$ cat src/rtl/calc_agg.sv
// Bit-serial +/-1 aggregator: saturating signed accumulator feeding the ALU,
// with a sign-based activation bit decoded from the registered sum.
module calc_agg #(
  parameter int alu_width = 12,
  parameter int agg_width = 12
) (
  input  logic                 clk,
  input  logic                 rst,
  input  logic                 calc_1,
  input  logic                 calc_in,
  output logic [alu_width-1:0] agg_out2alu,
  output logic                 agg_out_acted
);

  localparam logic [agg_width-1:0] one     = agg_width'(1);
  localparam logic [agg_width-1:0] agg_max = {1'b0, {(agg_width-1){1'b1}}};
  localparam logic [agg_width-1:0] agg_min = {1'b1, {(agg_width-1){1'b0}}};

  logic signed [agg_width-1:0] acc;
  logic signed [agg_width-1:0] acc_next;
  logic                        at_max;
  logic                        at_min;

  assign at_max = (acc == agg_max);
  assign at_min = (acc == agg_min);

  // NOTE: every variable assigned in always_comb gets a default first, so no
  // path through the block leaves it unassigned and no latch is inferred.
  always_comb begin
    acc_next = acc;
    if (calc_1) begin
      if (calc_in) begin
        if (!at_max) acc_next = acc + one;
      end else begin
        if (!at_min) acc_next = acc - one;
      end
    end
  end

  // NOTE: sequential state uses non-blocking assignments so every flop
  // samples pre-edge values regardless of process evaluation order.
  always_ff @(posedge clk or negedge rst) begin
    if (!rst) acc <= '0;
    else      acc <= acc_next;
  end

  // Strictly positive: sign clear and not zero.
  assign agg_out_acted = ~acc[agg_width-1] & (acc != '0);

  generate
    if (alu_width >= agg_width) begin : g_extend
      assign agg_out2alu = alu_width'(acc);
    end else begin : g_clamp
      localparam logic signed [agg_width-1:0] alu_max =
        agg_width'((1 << (alu_width - 1)) - 1);
      localparam logic signed [agg_width-1:0] alu_min = ~alu_max;

      logic signed [agg_width-1:0] clamped;

      always_comb begin
        clamped = acc;
        if (acc > alu_max)      clamped = alu_max;
        else if (acc < alu_min) clamped = alu_min;
      end

      // In range after clamping, so dropping the upper bits keeps the value.
      assign agg_out2alu = alu_width'(clamped);
    end
  endgenerate

endmodule

$ cat config.mk
export PLATFORM = sky130hd
export DESIGN_NAME = calc_agg
export DESIGN_NICKNAME = d
export VERILOG_FILES = /design/src/rtl/calc_agg.sv
export SDC_FILE = /design/constraint.sdc
export NUM_CORES = 1
export LEC_CHECK = 0
export BUFFER_PORTS_ARGS = -buffer_cell sky130_fd_sc_hd__buf_2
export CORE_AREA = 4 4 60 62
export CTS_CLUSTER_SIZE = 8
export DETAILED_ROUTE_END_ITERATION = 16
export DIE_AREA = 0 0 64 66
export SYNTH_ARGS = -nofsm -noshare
export SYNTH_HDL_FRONTEND = slang
export SYNTH_SLANG_ARGS = --single-unit
$ cat constraint.sdc
create_clock -name clk -period 2.4 [get_ports clk]
set_input_delay 0.12 -clock clk [delete_from_list [all_inputs] [get_ports clk]]
set_output_delay 0.12 -clock clk [all_outputs]
set_load 0.02 [all_outputs]
==> results of run 1 <==
[metal layers]
layer | global-route usage (%) | vias to the layer above | share of wire, %
met2 | 21.55 | 16 | 50
met3 | 0.5102 | 6 | 1.6
met5 | 0 | - | 0
met4 | 6.739 | 0 | 3.1
met1 | 14.76 | 430 | 45
li1 | - | 451 | -
[repair_timing]
item	in CTS	in global routing
hold buffers	1	0
setup endpoints to repair	0	1
gates resized for setup	0	1
hold endpoints to repair	12	0
[kinds of logic (layout without fill, tap and decap cells)]
family          count (synthesis)  in the layout  share of synthesized area [%]
flops                          12             12                          29.16
compound gates                 31             31                          23.33
xor+xnor                        9              9                          7.655
simple gates                   30             30                          14.94
mux                             8              8                          8.749
buf+inv                         5             27                          2.066
fa+ha+maj                      11             11                          14.09
[power by group through the flow]
| stage | sequential, mW | clock (mW) | combinational, mW |
|---|---|---|---|
| floorplan | 0.567 | 0 | 0.791 |
| global placement | 0.465 | 0 | 1.18 |
| detailed placement | 0.475 | 0 | 1.21 |
| CTS | 0.469 | 0.136 | 1.22 |
| global route | 0.498 | 0.143 | 1.33 |
| finish | 0.467 | 0.133 | 1.22 |
[worst paths after layout]
| path | start | to | slack [ns] | depth (start not counted) |
|---|---|---|---|---|
| min | rst | agg_out2alu[1] | 0.26 | 2 |
| max | agg_out2alu[8] | agg_out2alu[11] | 0.22 | 7 |
| min reg2reg | agg_out2alu[0] | agg_out2alu[0] | 0.60 | 1 |
| min in group clk | calc_1 | agg_out2alu[9] | 0.36 | 4 |
| max reg2reg | agg_out2alu[8] | agg_out2alu[11] | 0.22 | 7 |
| max in group asynchronous | rst | agg_out2alu[6] | 1.92 | 2 |
[stage by stage]
step,hold WS [ns],util [%],instances
3_5_place_dp,0.02756,39.13,168
5_1_grt,0.2859,40.33,172
4_1_cts,0.2685,40.21,172
3_3_place_gp,0.03109,39.13,168
6_report,0.2573,40.33,172
2_1_floorplan,-0.1756,-,106
[final cells by class]
type / count / area [µm²]
inverters: 3 / 11.26
repair buffers: 21 / 120.1
clock buffers: 3 / 22.52
fillers: 304 / 1807
multi-input cells: 89 / 711.9
well taps: 44 / 55.05
flip-flops and latches: 12 / 300.3
[cells in the final DEF (no fill, tap or decap), types with 3 or more instances in the layout]
cell | synthesis | routed
o21ai_0 | 4 | 4
clkbuf_4 | 0 | 3
mux2_2 | 8 | 8
a21oi_1 | 7 | 7
inv_1 | 3 | 3
a21o_1 | 3 | 3
dfrtp_1 | 12 | 12
ha_1 | 10 | 10
buf_2 | 2 | 16
xnor2_1 | 6 | 6
nor4_1 | 3 | 3
nand2_1 | 4 | 4
nand3_1 | 5 | 5
nor2_1 | 9 | 9
xor2_1 | 3 | 3
buf_4 | 0 | 4
[synth_stat cells]
cell / n / area (µm²)
nand4_1: 2 / 12.51
inv_1: 3 / 11.26
o2111a_1: 1 / 11.26
nand2_1: 4 / 15.01
o2111ai_1: 1 / 8.760
nand3_1: 5 / 25.02
and3_1: 2 / 12.51
a211oi_1: 1 / 7.510
o21a_1: 2 / 15.01
nand2b_4: 1 / 13.76
o31ai_1: 1 / 7.510
and2_1: 1 / 6.260
a221oi_2: 1 / 15.01
o21ai_1: 2 / 10.01
nor2b_1: 1 / 6.260
dfrtp_1: 12 / 300.3
o21ai_0: 4 / 20.02
a311oi_1: 1 / 8.760
a31o_2: 1 / 8.760
a31oi_1: 1 / 6.260
ha_1: 10 / 125.1
xnor2_1: 6 / 52.55
a211o_1: 2 / 17.52
nor2_1: 9 / 33.78
o221ai_1: 1 / 8.760
fa_1: 1 / 20.02
a21oi_1: 7 / 35.03
a311o_1: 1 / 10.01
o41ai_4: 1 / 27.53
mux2_2: 8 / 90.09
nor4_1: 3 / 18.77
a21o_1: 3 / 22.52
xor2_1: 3 / 26.28
buf_2: 2 / 10.01
nor3_1: 2 / 10.01
==> impl_metrics.csv, run 1 <==
group,metric,value,unit
global_routing,track_usage,12.17,%
placement,dp_hpwl,1.880,mm
timing,fmax,0.4594,GHz
timing,tns,0,ns
synth,syn_nets,121,
setup_path,path_max_fanout,9,
clock_tree,root_buffer,"clkbuf_4",
finish,fin_area,1221,µm²
global_routing,grt_pass1_wl,3.974,mm
timing,finalSetupViolations,0,
global_routing,grt_overflow_total,0,
synth,netlist_area,1030,µm²
setup_path,start_kind,"flip-flop",
timing,period_needed,2.177,ns
power,p_int,929.6,µW
routing,drt-initial-drc-count,42,
floorplanning,die_h,66,µm
global_routing,grt_pass1_vias,850,
timing,slew_viol_final,0,
clock_tree,cts_setup_buffers,0,
setup_path,crit_chain,"ha_1 -> nand2_1 -> nor2_1 -> o221ai_1 -> o2111a_1 -> a211o_1 -> a311o_1",
routing,viasPerCell,5.250,
job,cap_violations,0,
clock_tree,cts_made_buffers,3,
power,ir_drop,0.0003849,V
power,p_sw,889.4,µW
setup_path,crit_buf_inv,0,
timing,rsz0062_at_grt,"false",
floorplanning,pin_count,17,
finish,largest_register_ffs,12,
placement,place_area,1185,µm²
power,power_density,1490,nW/µm²
routing,drt_wl_total,2.472,mm
setup_path,crit_type,"reg -> reg",
synth,syn_area_per_cell,9.715,µm²
power,swShare,48.89,%
routing,dr.pass1.iters,4,
power,pwr-share-seq,25.7,%
floorplanning,die-area,4224,µm²
clock_tree,cts_sinks,12,
global_routing,antenna_found_initial,0,
clock_tree,cts_tree,"built",
placement,portBuffers,16,
finish,area_growth,18.59,%
power,clkPwrFrac,7.3,%
synth,netlist_instances,106,
run_status,status,"finished, final reports clean",
setup_path,crit_slowest_cell,"ha_1",
synth,synth-seq-area-share,29.16,%
routing,vias,903,
power,power,1.819,mW
timing,hold_viol,0,
setup_path,arrival,2.34,ns
timing,worst_pin_slew,0.3684,ns
routing,ant_nets,0,
clock_tree,insertion_delay,0.28,ns
floorplanning,core,3028,µm²
floorplanning,initial_core_util,34.01,%
clock_tree,cts.clk_slew.worst_paths,0.08,ns
setup_path,crit_path_end_kind,"flip-flop",
power,p_leak,0.5517,nW
setup_path,slowest_delay,0.46,ns
timing,skew,0.001028,ns
floorplanning,die_width,64,µm
setup_path,critical_path_required,2.57,ns
synth,synth_cell_type_count,35,
finish,diodes,0,
synth,ys_seq_elements,12,
finish,drive_above_1_share,28.13,%
clock_tree,h-tree-depth,1,
global_routing,grt_max_degree,13,
floorplanning,std_cell_rows,20,
clock_tree,cts_max_path_buffers,2,
finish,nNetsFinal,145,
routing,wire_per_inst,14.37,µm
placement,globalplace.congestion,0.8785,
timing,period_share,90.70,%
timing,max_slew_margin,75.36,%
synth,ys.warnings.count,0,
power,p_comb_share,67.0,%
min_path,min_path_type,"in -> async",
setup_path,cpLargestDelayFamily,"compound AO/OA/AOI/OAI gates",
placement,place_ws,0.1499,ns
timing,worst_slack,0.2231,ns
routing,post-route-drc-count,0,
Note: power is estimated with default switching activity, not from simulation.
==> run 2, diff against run 1 <==
ABC_AREA = 1   (was unset)
CORE_AREA = 4 4 64 66   (was 4 4 60 62)
DIE_AREA = 0 0 68 70   (was 0 0 64 66)
==> run 2 against run 1 <==
Die area increased by 13%. Clock-buffer cell count increased by 1. Design area increased by 12%. Total power increased by 4.2%. Cell count increased by 48%. Largest cell class unchanged. Highest routed layer unchanged.
==> impl_metrics.csv, run 2 <==
group,metric,value,unit
routing,drt_wl_total,3.038,mm
finish,nNetsFinal,223,
global_routing,antenna_found_initial,0,
setup_path,r2r_start,"agg_out2alu[2]",
min_path,whs_endpoint,"agg_out2alu[4]",
global_routing,track_usage,14.30,%
placement,dp_cells,250,
setup_path,cpLargestDelayFamily,"simple AND/OR/NAND/NOR gates",
clock_tree,cts_hold_buf,1,
synth,synth_cell_type_count,22,
power,p_int,862.9,µW
synth,synth-edff-count,0,
timing,finalSetupViolations,0,
finish,fillers,404,
finish,multi_input_area,770.7,µm²
setup_path,start_kind,"flip-flop",
power,swShare,54.46,%
clock_tree,h-tree-depth,1,
global_routing,grt_pass1_wl,5.230,mm
routing,viasPerCell,4.561,
timing,skew,0.003342,ns
synth,synth-seq-area-share,25.45,%
synth,synth-async-reset-ratio,100.0,%
synth,synthTopCellsByCount,"nand2_1 (76), inv_1 (25), nor2_1 (16)",
power,clkPwrFrac,9.1,%
routing,dr.pass1.iters,4,
setup_path,rr_endpoint,"agg_out2alu[5]",
setup_path,path_max_fanout,6,
routing,ant_nets,0,
timing,period_share,68.76,%
global_routing,grt_overflow_total,0,
finish,regArea,300.3,µm²
setup_path,path_common_cell,"nand2_1",
power,p_comb_share,66.5,%
finish,layoutNonFillerInstCount,255,
clock_tree,root_buffer,"clkbuf_4",
finish,layout_common_cells,"nand2_1 (76), inv_1 (25), nor2_1 (16), buf_2 (16), nand3_1 (15)",
finish,largest_register_ffs,12,
setup_path,crit_slowest_cell,"dfrtp_1",
timing,tns,0,ns
run_status,status,"finished, final reports clean",
floorplanning,die_h,70,µm
routing,wire_per_inst,11.91,µm
synth,yosysMostFrequentCell,"nand2_1",
clock_tree,cts_made_buffers,3,
power,p_sw,1.032,mW
placement,dp_hpwl,2.435,mm
setup_path,crit_type,"reg -> reg",
synth,synth_largest_area_cell,"dfrtp_1",
floorplanning,core,3578,µm²
synth,ys_seq_elements,12,
setup_path,slowest_delay,0.43,ns
synth,syn_area_per_cell,6.343,µm²
timing,fmax,0.6060,GHz
setup_path,crit_path_end_kind,"flip-flop",
setup_path,arrival,1.88,ns
floorplanning,die-area,4760,µm²
synth,synth_area_leaders,"dfrtp_1 (25%), nand2_1 (24%), ha_1 (11%)",
timing,max_slew_margin,68.99,%
floorplanning,std_cell_rows,22,
min_path,whs_path_depth,5,
setup_path,crit_buf_inv,0,
clock_tree,cts.clk_slew.worst_paths,0.08,ns
synth,synth-main-ff-cell,"dfrtp_1",
power,power_density,1391,nW/µm²
finish,drive_above_1_share,14.49,%
floorplanning,die_width,68,µm
finish,area_growth,15.48,%
routing,drt-initial-drc-count,63,
global_routing,grt_pass1_vias,1133,
synth,netlist_area,1180,µm²
timing,slew_viol_final,0,
synth,ys.warnings.count,0,
power,ir_drop,0.0005739,V
clock_tree,cts_sinks,12,
synth,netlist_instances,186,
synth,syn_nets,201,
timing,worst_pin_slew,0.4647,ns
finish,diodes,0,
placement,portBuffers,16,
setup_path,critical_path_required,2.63,ns
setup_path,reg2reg_setup_slack,0.75,ns
min_path,min_path_type,"in -> reg",
clock_tree,cts_max_path_buffers,2,
placement,globalplace.congestion,0.8195,
min_path,hp-start,"calc_1",
finish,layout_commonest_cell,"nand2_1",
setup_path,crit_chain,"ha_1 -> nand3_1 -> nand3_1 -> nand2_1 -> nand2_1 -> xor2_1 -> nand2_1 -> nand2_1",
clock_tree,cts.repair.resized,0,
timing,hold_viol,0,
floorplanning,initial_core_util,32.97,%
floorplanning,pin_count,17,
routing,vias,1163,
clock_tree,cts_tree,"built",
power,p_leak,0.7842,nW
job,cap_violations,0,
clock_tree,insertion_delay,0.28,ns
setup_path,ff2ff_path_depth,8,
routing,post-route-drc-count,0,
global_routing,grt_max_degree,14,
timing,rsz0062_at_grt,"false",
timing,period_needed,1.650,ns
synth,yosysTopAreaCellShare,25.45,%
power,pwr-share-seq,24.4,%
clock_tree,cts_setup_buffers,0,
==> run 2: worst max-delay path by stage <==
stage	start	to	slack [ns]	cells past startpoint
2_1_floorplan	agg_out2alu[0]	agg_out2alu[8]	0.87	7
3_3_place_gp	calc_in	agg_out2alu[5]	0.60	10
3_5_place_dp	calc_in	agg_out2alu[5]	0.60	10
4_1_cts	agg_out2alu[2]	agg_out2alu[5]	0.75	8
5_1_grt	agg_out2alu[2]	agg_out2alu[5]	0.59	8
6_report	agg_out2alu[2]	agg_out2alu[5]	0.75	8
==> run 2: stage by stage <==
step / hold slack, ns / worst slack [ns] / instance area (µm²) / utilization [%] / power [mW]
3_3_place_gp: 0.02584 / 0.6047 / 1316 / 36.78 / 1.714
5_1_grt: 0.2332 / 0.5920 / 1363 / 38.08 / 2.118
2_1_floorplan: -0.1756 / 0.8700 / 1180 / - / 1.381
3_5_place_dp: 0.03038 / 0.5998 / 1316 / 36.78 / 1.725
4_1_cts: 0.2144 / 0.7548 / 1363 / 38.08 / 1.906
6_report: 0.2127 / 0.7497 / 1363 / 38.08 / 1.895
==> run 2: area by class of cell <==
cell class | instances | share of cell area (%)
Multi-Input combinational cell | 147 | 56.57
Sequential cell | 12 | 22.04
Timing Repair Buffer | 18 | 7.163
Inverter | 26 | 7.163
Tap cell | 48 | 4.408
Clock buffer | 4 | 2.663
==> run 2: power by group through the flow <==
stage / Sequential [mW] / Combinational (mW) / Clock, mW
final: 0.462 / 1.26 / 0.172
after global routing: 0.486 / 1.44 / 0.193
after CTS: 0.463 / 1.27 / 0.178
after detailed placement: 0.466 / 1.26 / 0
after global placement: 0.466 / 1.25 / 0
after floorplan: 0.550 / 0.831 / 0
==> run 2: logic make-up (layout without fill, tap and decap cells) <==
family / Yosys count / count (layout) / synth area share, %
simple gates: 120 / 120 / 43.37
flops: 12 / 12 / 25.45
buf+inv: 27 / 48 / 9.226
fa+ha+maj: 11 / 11 / 12.30
xor+xnor: 7 / 7 / 5.196
compound gates: 9 / 9 / 4.454
==> run 2: layer usage <==
layer,up-vias,wire (µm),global-route usage (%)
li1,621,-,-
met1,514,1459,19.28
met2,24,1367,21.73
met3,4,158,4.019
met4,0,52,4.415
met5,-,0,0
==> run 2: worst min-delay path, delay by kind of cell <==
family	cells	cell delay, ns
and+or+nand+nor	4	0.25
buffers and inverters	1	0.10
